`config.mk`:
```
export PLATFORM = sky130hd
export DESIGN_NAME = uart_tx_arbiter
export DESIGN_NICKNAME = d
export VERILOG_FILES = /design/src/rtl/uart_tx_arbiter.sv
export SDC_FILE = /design/constraint.sdc
export NUM_CORES = 1
export LEC_CHECK = 0
export ABC_AREA = 1
export CAP_MARGIN = 10
export CORE_AREA = 2 2 87 89
export CTS_CLUSTER_DIAMETER = 80
export CTS_CLUSTER_SIZE = 10
export DETAILED_ROUTE_END_ITERATION = 7
export DIE_AREA = 0 0 89 91
export GPL_ROUTABILITY_DRIVEN = 0
export PLACE_DENSITY = 0.57
export REMOVE_ABC_BUFFERS = 1
export SYNTH_ARGS = -nofsm -noshare
export SYNTH_HDL_FRONTEND = slang
export SYNTH_SLANG_ARGS = --single-unit
export TNS_END_PERCENT = 5
```
`constraint.sdc`:
```
create_clock -name clk -period 4.58 [get_ports clk]
set_input_delay 1.374 -clock clk [delete_from_list [all_inputs] [get_ports clk]]
set_output_delay 1.374 -clock clk [all_outputs]
set_load 0.1 [all_outputs]
```
`src/rtl/uart_tx_arbiter.sv`:
```
// Round-robin arbiter feeding one byte at a time from 4 requesters to a UART serializer, plus a free-running baud divider.
// Grant reaches LOAD one cycle after IDLE sees a request; no new grant while busy, and a request is held until its req_ready pulse.
module uart_tx_arbiter #(
    parameter int CLK_DIV = 104
) (
    input  logic        clk,
    input  logic        rst_n,
    input  logic [3:0]  req_valid,
    input  logic [31:0] req_data,
    output logic [3:0]  req_ready,
    output logic [1:0]  grant_id,
    output logic        busy,
    output logic        baud_en,
    output logic        tx_senddata,
    output logic [7:0]  tx_byte,
    input  logic        tx_done
);

    typedef enum logic [1:0] {IDLE, LOAD, START, WAIT} state_t;

    localparam logic [15:0] DIV_MAX = 16'(CLK_DIV - 1);

    state_t      state;
    state_t      state_nxt;
    logic [15:0] baud_cnt;
    logic [1:0]  last_grant;
    logic [1:0]  winner;
    logic [1:0]  idx;
    logic        found;
    logic        grant_go;

    // Registered compare: the tick lands the cycle the counter wraps, so the
    // first tick comes exactly CLK_DIV edges after reset release.
    always_ff @(posedge clk or negedge rst_n) begin
        if (!rst_n) begin
            baud_cnt <= '0;
            baud_en  <= 1'b0;
        end else begin
            baud_en  <= (baud_cnt == DIV_MAX);
            baud_cnt <= (baud_cnt == DIV_MAX) ? '0 : baud_cnt + 16'd1;
        end
    end

    always_comb begin
        winner = last_grant;
        found  = 1'b0;
        idx    = '0;
        for (int k = 1; k <= 4; k++) begin
            idx = last_grant + 2'(k);
            if (!found && req_valid[idx]) begin
                winner = idx;
                found  = 1'b1;
            end
        end
    end

    assign grant_go = tx_done && (|req_valid);

    always_ff @(posedge clk or negedge rst_n) begin
        if (!rst_n) begin
            state <= IDLE;
        end else begin
            state <= state_nxt;
        end
    end

    always_comb begin
        state_nxt = state;
        case (state)
            IDLE:    if (grant_go) state_nxt = LOAD;
            LOAD:    state_nxt = START;
            START:   if (!tx_done) state_nxt = WAIT;
            WAIT:    if (tx_done) state_nxt = IDLE;
            default: state_nxt = IDLE;
        endcase
    end

    always_comb begin
        req_ready   = '0;
        busy        = (state != IDLE);
        tx_senddata = (state == START);
        if (state == LOAD) begin
            req_ready[grant_id] = 1'b1;
        end
    end

    // Byte and grant are captured on the IDLE->LOAD edge so they are already
    // valid alongside the req_ready pulse, while the requester's data is stable.
    always_ff @(posedge clk or negedge rst_n) begin
        if (!rst_n) begin
            tx_byte    <= 8'h00;
            grant_id   <= 2'd0;
            last_grant <= 2'd3;
        end else if (state == IDLE && grant_go) begin
            tx_byte    <= req_data[{winner, 3'b000} +: 8];
            grant_id   <= winner;
            last_grant <= winner;
        end
    end

endmodule

```
# Yosys cells after proc, flatten, opt, wreduce, memory -nomap -nowiden
# Index checks and enable logic that the tools add are counted.
totals:
  ff_bits: 31
  in_bits: 39
classes:
  add_sub_neg: 4
  order_cmp: 6
  eq_ne: 7
  shift: 1
  n_mux: 23
  reduce_logical: 13
ops:
  columns: ["operator", "n"]
  rows:
  - ["variable part select 32 x 6 -> 8 bit", 1]
  - ["adder 16 x 1 -> 16 bit, second input constant", 1]
  - ["== test 16 x 7 -> 1 bit, second input constant", 1]
  - ["2-to-1 mux 16 bit", 1]
  - ["< comparator 2 x 3 -> 1 bit, second input constant", 5]
  - ["2-to-1 mux 2 bit", 7]
  - ["binary-select mux 1 bit (select 2 bit)", 4]
  - ["2-to-1 mux 1 bit", 8]
  - ["case mux 2 bit (4 select lines)", 1]
  - ["logical AND 1 bit", 6]
  - ["!= test 2 bit, second input constant", 3]
  - ["adder 2 bit, second input constant", 2]
  - ["== test 2 bit, second input constant", 2]
  - ["2-to-1 mux 4 bit", 1]
  - ["OR reduction 4 bit", 1]
  - ["zero test 1 bit", 3]
  - ["AND reduction 3 bit", 1]
  - ["adder 2 x 1 -> 2 bit, second input constant", 1]
  - ["demux 1 bit (select 2 bit)", 1]
  - ["== test 2 x 1 -> 1 bit, second input constant", 1]
  - ["greater-or-equal comparator 2 x 1 -> 1 bit, second input constant", 1]
  - ["zero test 2 bit", 1]
  - ["nonzero test 2 bit", 1]

# Logic depth before layout (Yosys ltp)
# Gate-level depths: netlist of run 1.
logic_depth:
  word_depth: 14
  depth_mapped: 14

# Worst setup path after synthesis of run 1
# Ideal clock, no wire load.
synth_path:
  path_kind: "register to output"
  start: "register grant_id[1]"
  end: "output req_ready[2]"
  arrival_ns: 3.212
  t_required_ns: 3.206
  path_slack_ns: -0.006
  path_stages_with_launch: 3
  cell_sequence: "dfrtp_1 -> inv_1 -> nor3_1"
synth_between:
  elab_chain_len: 5
synth_lines:
  columns: ["element", "line_no", "source"]
  rows:
  - ["start: declaration", "11", "output logic [1:0] grant_id,"]
  - ["start signal: assignment", "96", "grant_id <= winner;"]
  - ["< comparator 2 x 3 -> 1 bit (implied by the code) or greater-or-equal comparator 2 x 1 -> 1 bit (tied branches)", "83", "req_ready[grant_id] = 1'b1;"]
  - ["logical AND 1 bit (implied by the code)", "83", null]
  - ["2-to-1 mux 1 bit (implied by the code)", "83", null]
  - ["demux 1 bit (select 2 bit) (*)", "83", null]
  - ["2-to-1 mux 4 bit (*)", "82", "if (state == LOAD) begin"]
  - ["end: declaration", "10", "output logic [3:0] req_ready,"]
# Mark *: on every way between the ends. The rest lies on a longest branch, timed or not.

# Worst setup path in the final report of run 1
layout_path:
  start: "register state[0]"
  end: "output busy"
layout_between:
  elab_chain_len: 1
layout_lines:
  columns: ["element", "line_no", "source"]
  rows:
  - ["start: declaration", "23", "state_t state;"]
  - ["start signal: assignment", "63", "state <= state_nxt;"]
  - ["nonzero test 2 bit", "80", "busy = (state != IDLE);"]
  - ["end: declaration", "12", "output logic busy,"]
# Every way passes these cells.

==> flow_metrics.tcl, run 1 <==
set metrics [dict create \
    hp-class "flop to flop" \
    post_cts_buffers 0 \
    critPathMaxFanout 4 \
    cts.sinks 31 \
    p_total_mw 2.07 \
    num_vias 1923 \
    post-dp-hpwl_um 3870 \
    die-area_um2 8100 \
    synth_area_um2 2090 \
    maxCapViolCount 0 \
    post_drt_wl_per_cell_um 11.3 \
    fin_crit_sh_pct 77.1 \
    first_iter_violations 53 \
    antenna_found_initial 0 \
    worst_pin_slew_ns 1.01 \
    whs_ns 0.460 \
    synth_top_cell_by_area "dfrtp_1" \
    synth_top_flop_cell "dfrtp_1" \
    hold_viol 0 \
    remaining_drc_errors 0 \
    powerDensity_nw_per_um2 739 \
    end_kind "primary output" \
    critical_path_required_ns 3.21 \
    synth.distinct_cells 29 \
    syn_inst 283 \
    ys_async_sr_fraction_pct 100 \
    grt_pass1_vias 1838 \
    io_pins 56 \
    yosysSeqAreaShare_pct 37.2 \
    cts_tree "built" \
    synth_edf_count 0 \
    routed_via_density 4.35 \
    area_delta_synth_final_pct 34.2 \
    p_leak_nw 1.40 \
    grt_remaining_overflow 0 \
    cts_max_level 2 \
    grt_pass1_wl_um 8130 \
    slew_violations 0 \
    syn_area_per_cell_um2 7.39 \
    yosys.cell_count.top_type "nand2_1" \
    ys_top_cells_by_count "nand2_1, nand3_1, inv_1, dfrtp_1, nor2_1" \
    cts_buffer_depth 2 \
    drive_above_1_share_pct 11.7 \
    ys_seq_elements 31 \
    postRouteAntennaNets 0 \
    insertedDiodeCount 0 \
    rsz0062_at_grt "no" \
    hold_buffers 0 \
    std_cell_rows 31 \
    period_minus_slack_ns 3.53 \
    ir_drop_mv 0.228 \
    critical_path_arrival_ns 2.16 \
    core_area_um2 7140 \
    clkTransAtPathRegs_ns 0.06 \
    relSlewSlack_pct 32.4 \
    fmax_ghz 0.283 \
    port_buffers 55 \
    track_usage_pct 12.4 \
    setup_viol 0 \
    start_kind "flop" \
    numCtsBuffers 5 \
    clockRootBuffer "clkbuf_8" \
    synth_top_cell_area_share_pct 34.7 \
    grt_max_degree 32 \
    final.fill_count 774 \
    drtPass1Iterations 4 \
    clk_latency_ns 0.27 \
    postCtsResizedCells 0 \
    status "complete, no violations" \
    fp.dieW_um 89 \
    fin_skew_ns 0.00299 \
    ys_warn_count 0 \
    synth_area_leaders "dfrtp_1, nand2_1, nand3_1, inv_1, nand2_4" \
    wl_um 5000 \
    critPathKind "flop to primary output" \
    start_util_pct 29.3 \
    final_nets 387 \
    fp.dieH_um 91 \
]
-- critical path: stages, from the launching register on --
cell and delay (ns):
dfrtp_1 0.37, inv_1 0.09, ha_1 0.22, inv_1 0.07, clkdlybuf4s50_1 1.13
-- power by group --
part           total [mW]  internal [mW]  switching (mW)
registers           0.406          0.345          0.0611
clock network       0.198          0.106          0.0919
logic                1.47          0.395            1.08
total                2.07          0.847            1.23
-- area by class of cell --
type / count / area (um2) / area share (%)
clock buffers: 7 / 76.3 / 2.72
inverters: 42 / 165 / 5.88
multi-input cells: 206 / 1110 / 39.5
flip-flops and latches: 31 / 778 / 27.7
repair buffers: 56 / 548 / 19.5
clock inverters: 1 / 5.00 / 0.178
well taps: 99 / 124 / 4.41
-- metal layers --
layer,global-route usage [%],routed length (um),vias to the layer above
met5,0,0,-
met4,2.99,51,0
met3,3.09,370,7
met2,19.8,2100,53
met1,16.6,2480,846
li1,-,-,1017
-- per-stage QoR --
stage | setup TNS [ns] | std cells | setup slack, ns | util [%] | instance area [um2]
global placement | 0 | 434 | 1.18 | 38.2 | 2730
finish | 0 | 442 | 1.05 | 39.3 | 2810
CTS | 0 | 442 | 1.03 | 39.3 | 2810
global route | 0 | 442 | 0.950 | 39.3 | 2810
floorplan | -0.0123 | 279 | -0.00615 | - | 2050
detailed placement | 0 | 434 | 1.12 | 38.2 | 2730
-- kinds of logic after synthesis --
group | count (synthesis) | synth area share [%]
AND/OR/NAND/NOR | 178 | 42.5
flip-flops | 31 | 37.2
AO/OA/AOI/OAI | 13 | 3.11
XOR/XNOR | 8 | 3.35
buffers and inverters | 46 | 9.75
multiplexers | 1 | 0.478
adder cells (fa/ha/maj) | 6 | 3.59
-- sequential cells by signal (all words and copies together), names as in the netlist --
| signal | count |
|---|---|
| baud_cnt | 16 |
| baud_en | 1 |
| grant_id | 2 |
| last_grant | 2 |
| state | 2 |
| tx_byte | 8 |
-- cell usage in the layout (no fill, tap or decap), types with 2 or more instances in the layout --
cell type,n
nand3_2,2
buf_4,5
inv_2,2
nand2_4,7
nor3_1,8
clkdlybuf4s50_1,51
clkbuf_8,5
nand2_1,76
nand2_2,11
o21ai_0,8
a21oi_1,4
ha_1,6
clkbuf_1,2
nand3_1,45
dfstp_2,2
xor2_1,6
nor2_1,13
xnor2_1,2
dfrtp_1,29
nand3b_1,8
nand4_1,3
inv_1,38
-- final timing paths --
path,start,to,slack [ns],cells past startpoint
setup / recovery,state[0],busy,1.05,4
hold / removal,baud_cnt[0],baud_cnt[0],0.46,1
setup reg to reg,last_grant[0],tx_byte[3],2.39,13
hold reg to reg,baud_cnt[0],baud_cnt[0],0.46,1
max in group asynchronous,rst_n,last_grant[1],2.78,2
min in group asynchronous,rst_n,baud_cnt[7],1.48,2
No activity file was read; power rests on OpenSTA's default activity.
==> inputs of run 2 (changes only) <==
==> constraint.sdc (replaced) <==
create_clock -name clk -period 3.6 [get_ports clk]
set_input_delay 1.08 -clock clk [delete_from_list [all_inputs] [get_ports clk]]
set_output_delay 1.08 -clock clk [all_outputs]
set_load 0.1 [all_outputs]
==> run 2 against run 1 <==
Effect of this change:
- first-iteration DRC count is 87% higher
- sequential cell count stayed put
- design area down 0.89%
- sequential share of layout area is 0.25 points higher
- power grew 26%
- non-clock buffer count is 1 higher
- count of clock-buffer cells in the layout is the same
==> flow_metrics.tcl, run 2 (same netlist as run 1, synthesis figures left out) <==
set metrics [dict create \
    die-area_um2 8100 \
    p_leak_nw 1.42 \
    fin_crit_sh_pct 71.6 \
    start_kind "flop" \
    final_common_cell "nand2_1" \
    top_register "baud_cnt" \
    fin_skew_ns 0.00176 \
    seq_area_um2 778 \
    fin_tns_setup_ns 0 \
    postPlaceCellArea_um2 2700 \
    period_minus_slack_ns 2.58 \
    rsz0062_at_grt "no" \
    drtPass1Iterations 4 \
    r2r.worst_path.cells 13 \
    critical_path_arrival_ns 1.50 \
    area_delta_synth_final_pct 33.0 \
    grt_pass1_vias 1857 \
    min_path_cells 1 \
    post_drt_wl_per_cell_um 11.4 \
    cts_buffer_depth 2 \
    slowest_stage "dfrtp_1" \
    r2r_slack_ns 1.46 \
    hold_viol 0 \
    setup_viol 0 \
    slew_violations 0 \
    worstHoldStart "baud_cnt[15]" \
    antenna_found_initial 0 \
    fp.dieH_um 91 \
    start_util_pct 29.3 \
    cts.sinks 31 \
    core_area_um2 7140 \
    routed_via_density 4.26 \
    crit_chain "inv_1, ha_1, inv_1, nor3_1, buf_4" \
    num_vias 1885 \
    setup_slack_ns 1.02 \
    crit_top_cell "inv_1" \
    maxCapViolCount 0 \
    powerDensity_nw_per_um2 937 \
    cts_tree "built" \
    relSlewSlack_pct 73.9 \
    fmax_ghz 0.388 \
    postRouteAntennaNets 0 \
    grt_max_degree 32 \
    io_pins 56 \
    hold_buffers 0 \
    status "complete, no violations" \
    port_buffers 55 \
    numCtsBuffers 5 \
    cts_max_level 2 \
    ir_drop_mv 0.270 \
    clockRootBuffer "clkbuf_8" \
    track_usage_pct 12.6 \
    multi_input_area_um2 1110 \
    clk_latency_ns 0.28 \
    holdPathEnd "baud_cnt[15]" \
    layout_common_cells "nand2_1, nand3_1, inv_1, clkdlybuf4s50_1, dfrtp_1" \
    stdcell_area_um2 2780 \
    final.fill_count 766 \
    cp_slowest_stage_delay_ns 0.40 \
    first_iter_violations 99 \
    postCtsResizedCells 0 \
    end_kind "primary output" \
    utilization_pct 39.0 \
    drive_above_1_share_pct 15.7 \
    critPathMaxFanout 4 \
    remaining_drc_errors 0 \
    wl_um 5050 \
    fp.dieW_um 89 \
    grt_remaining_overflow 0 \
    grt_pass1_wl_um 8220 \
    r2r_start "last_grant[0]" \
    std_cell_rows 31 \
    worst_pin_slew_ns 0.389 \
    dp_slack_ns 0.766 \
    insertedDiodeCount 0 \
    r2r_end "tx_byte[0]" \
    clkTransAtPathRegs_ns 0.06 \
    biggestRegsByFlops "baud_cnt x16, tx_byte x8" \
    p_total_mw 2.61 \
    post-dp-hpwl_um 3910 \
    hp-class "flop to flop" \
    largest_register_ffs 16 \
    final_nets 388 \
    critical_path_required_ns 2.52 \
    post_cts_buffers 0 \
    critPathKind "flop to primary output" \
]
-- run 2: cell count changes in the layout (fill, tap and decap cells not counted) --
cell	previous run	this run
clkdlybuf4s50_1	51	38
buf_4	5	19
-- run 2: final cells by class --
class	count	share of cell area [%]
flip-flops and latches	31	28.0
clock inverters	1	0.180
inverters	42	5.94
well taps	99	4.45
repair buffers	57	18.8
multi-input cells	206	39.9
clock buffers	7	2.74
-- run 2: worst max-delay path: cells and delay by family (launching register included) --
| kind | cells | cell delay (ns) |
|---|---|---|
| flip-flops | 1 | 0.40 |
| adder cells (fa/ha/maj) | 1 | 0.16 |
| buffers and inverters | 3 | 0.51 |
| AND/OR/NAND/NOR | 1 | 0.15 |
-- run 2: per-stage QoR --
| stage | instances | hold WS, ns |
|---|---|---|
| detailed placement | 435 | 0.465 |
| global route | 443 | 0.493 |
| floorplan | 279 | 0.433 |
| CTS | 443 | 0.470 |
| finish | 443 | 0.470 |
| global placement | 435 | 0.456 |
-- run 2: routing by layer --
| layer | part of all wire, % | GRT usage (%) |
|---|---|---|
| met1 | 50 | 16.6 |
| met2 | 42 | 20.1 |
| met3 | 7.2 | 3.55 |
| met4 | 1.1 | 3.36 |
| met5 | 0 | 0 |
-- run 2: how the worst max path moves through the flow --
stage | to | depth (start not counted) | slack [ns] | start
after floorplan | req_ready[2] | 2 | -0.69 | grant_id[1]
after global placement | tx_byte[3] | 14 | 0.78 | req_valid[0]
after detailed placement | tx_byte[7] | 14 | 0.77 | req_valid[1]
after CTS | req_ready[1] | 5 | 0.99 | state[1]
after global routing | tx_byte[0] | 14 | 0.84 | req_valid[1]
final | req_ready[1] | 5 | 1.02 | state[1]
-- run 2: power breakdown --
group	total [mW]	leakage, nW	internal, mW	switching, mW
logic	1.83	0.988	0.482	1.35
clock network	0.253	0.0422	0.135	0.118
registers	0.521	0.389	0.439	0.0817
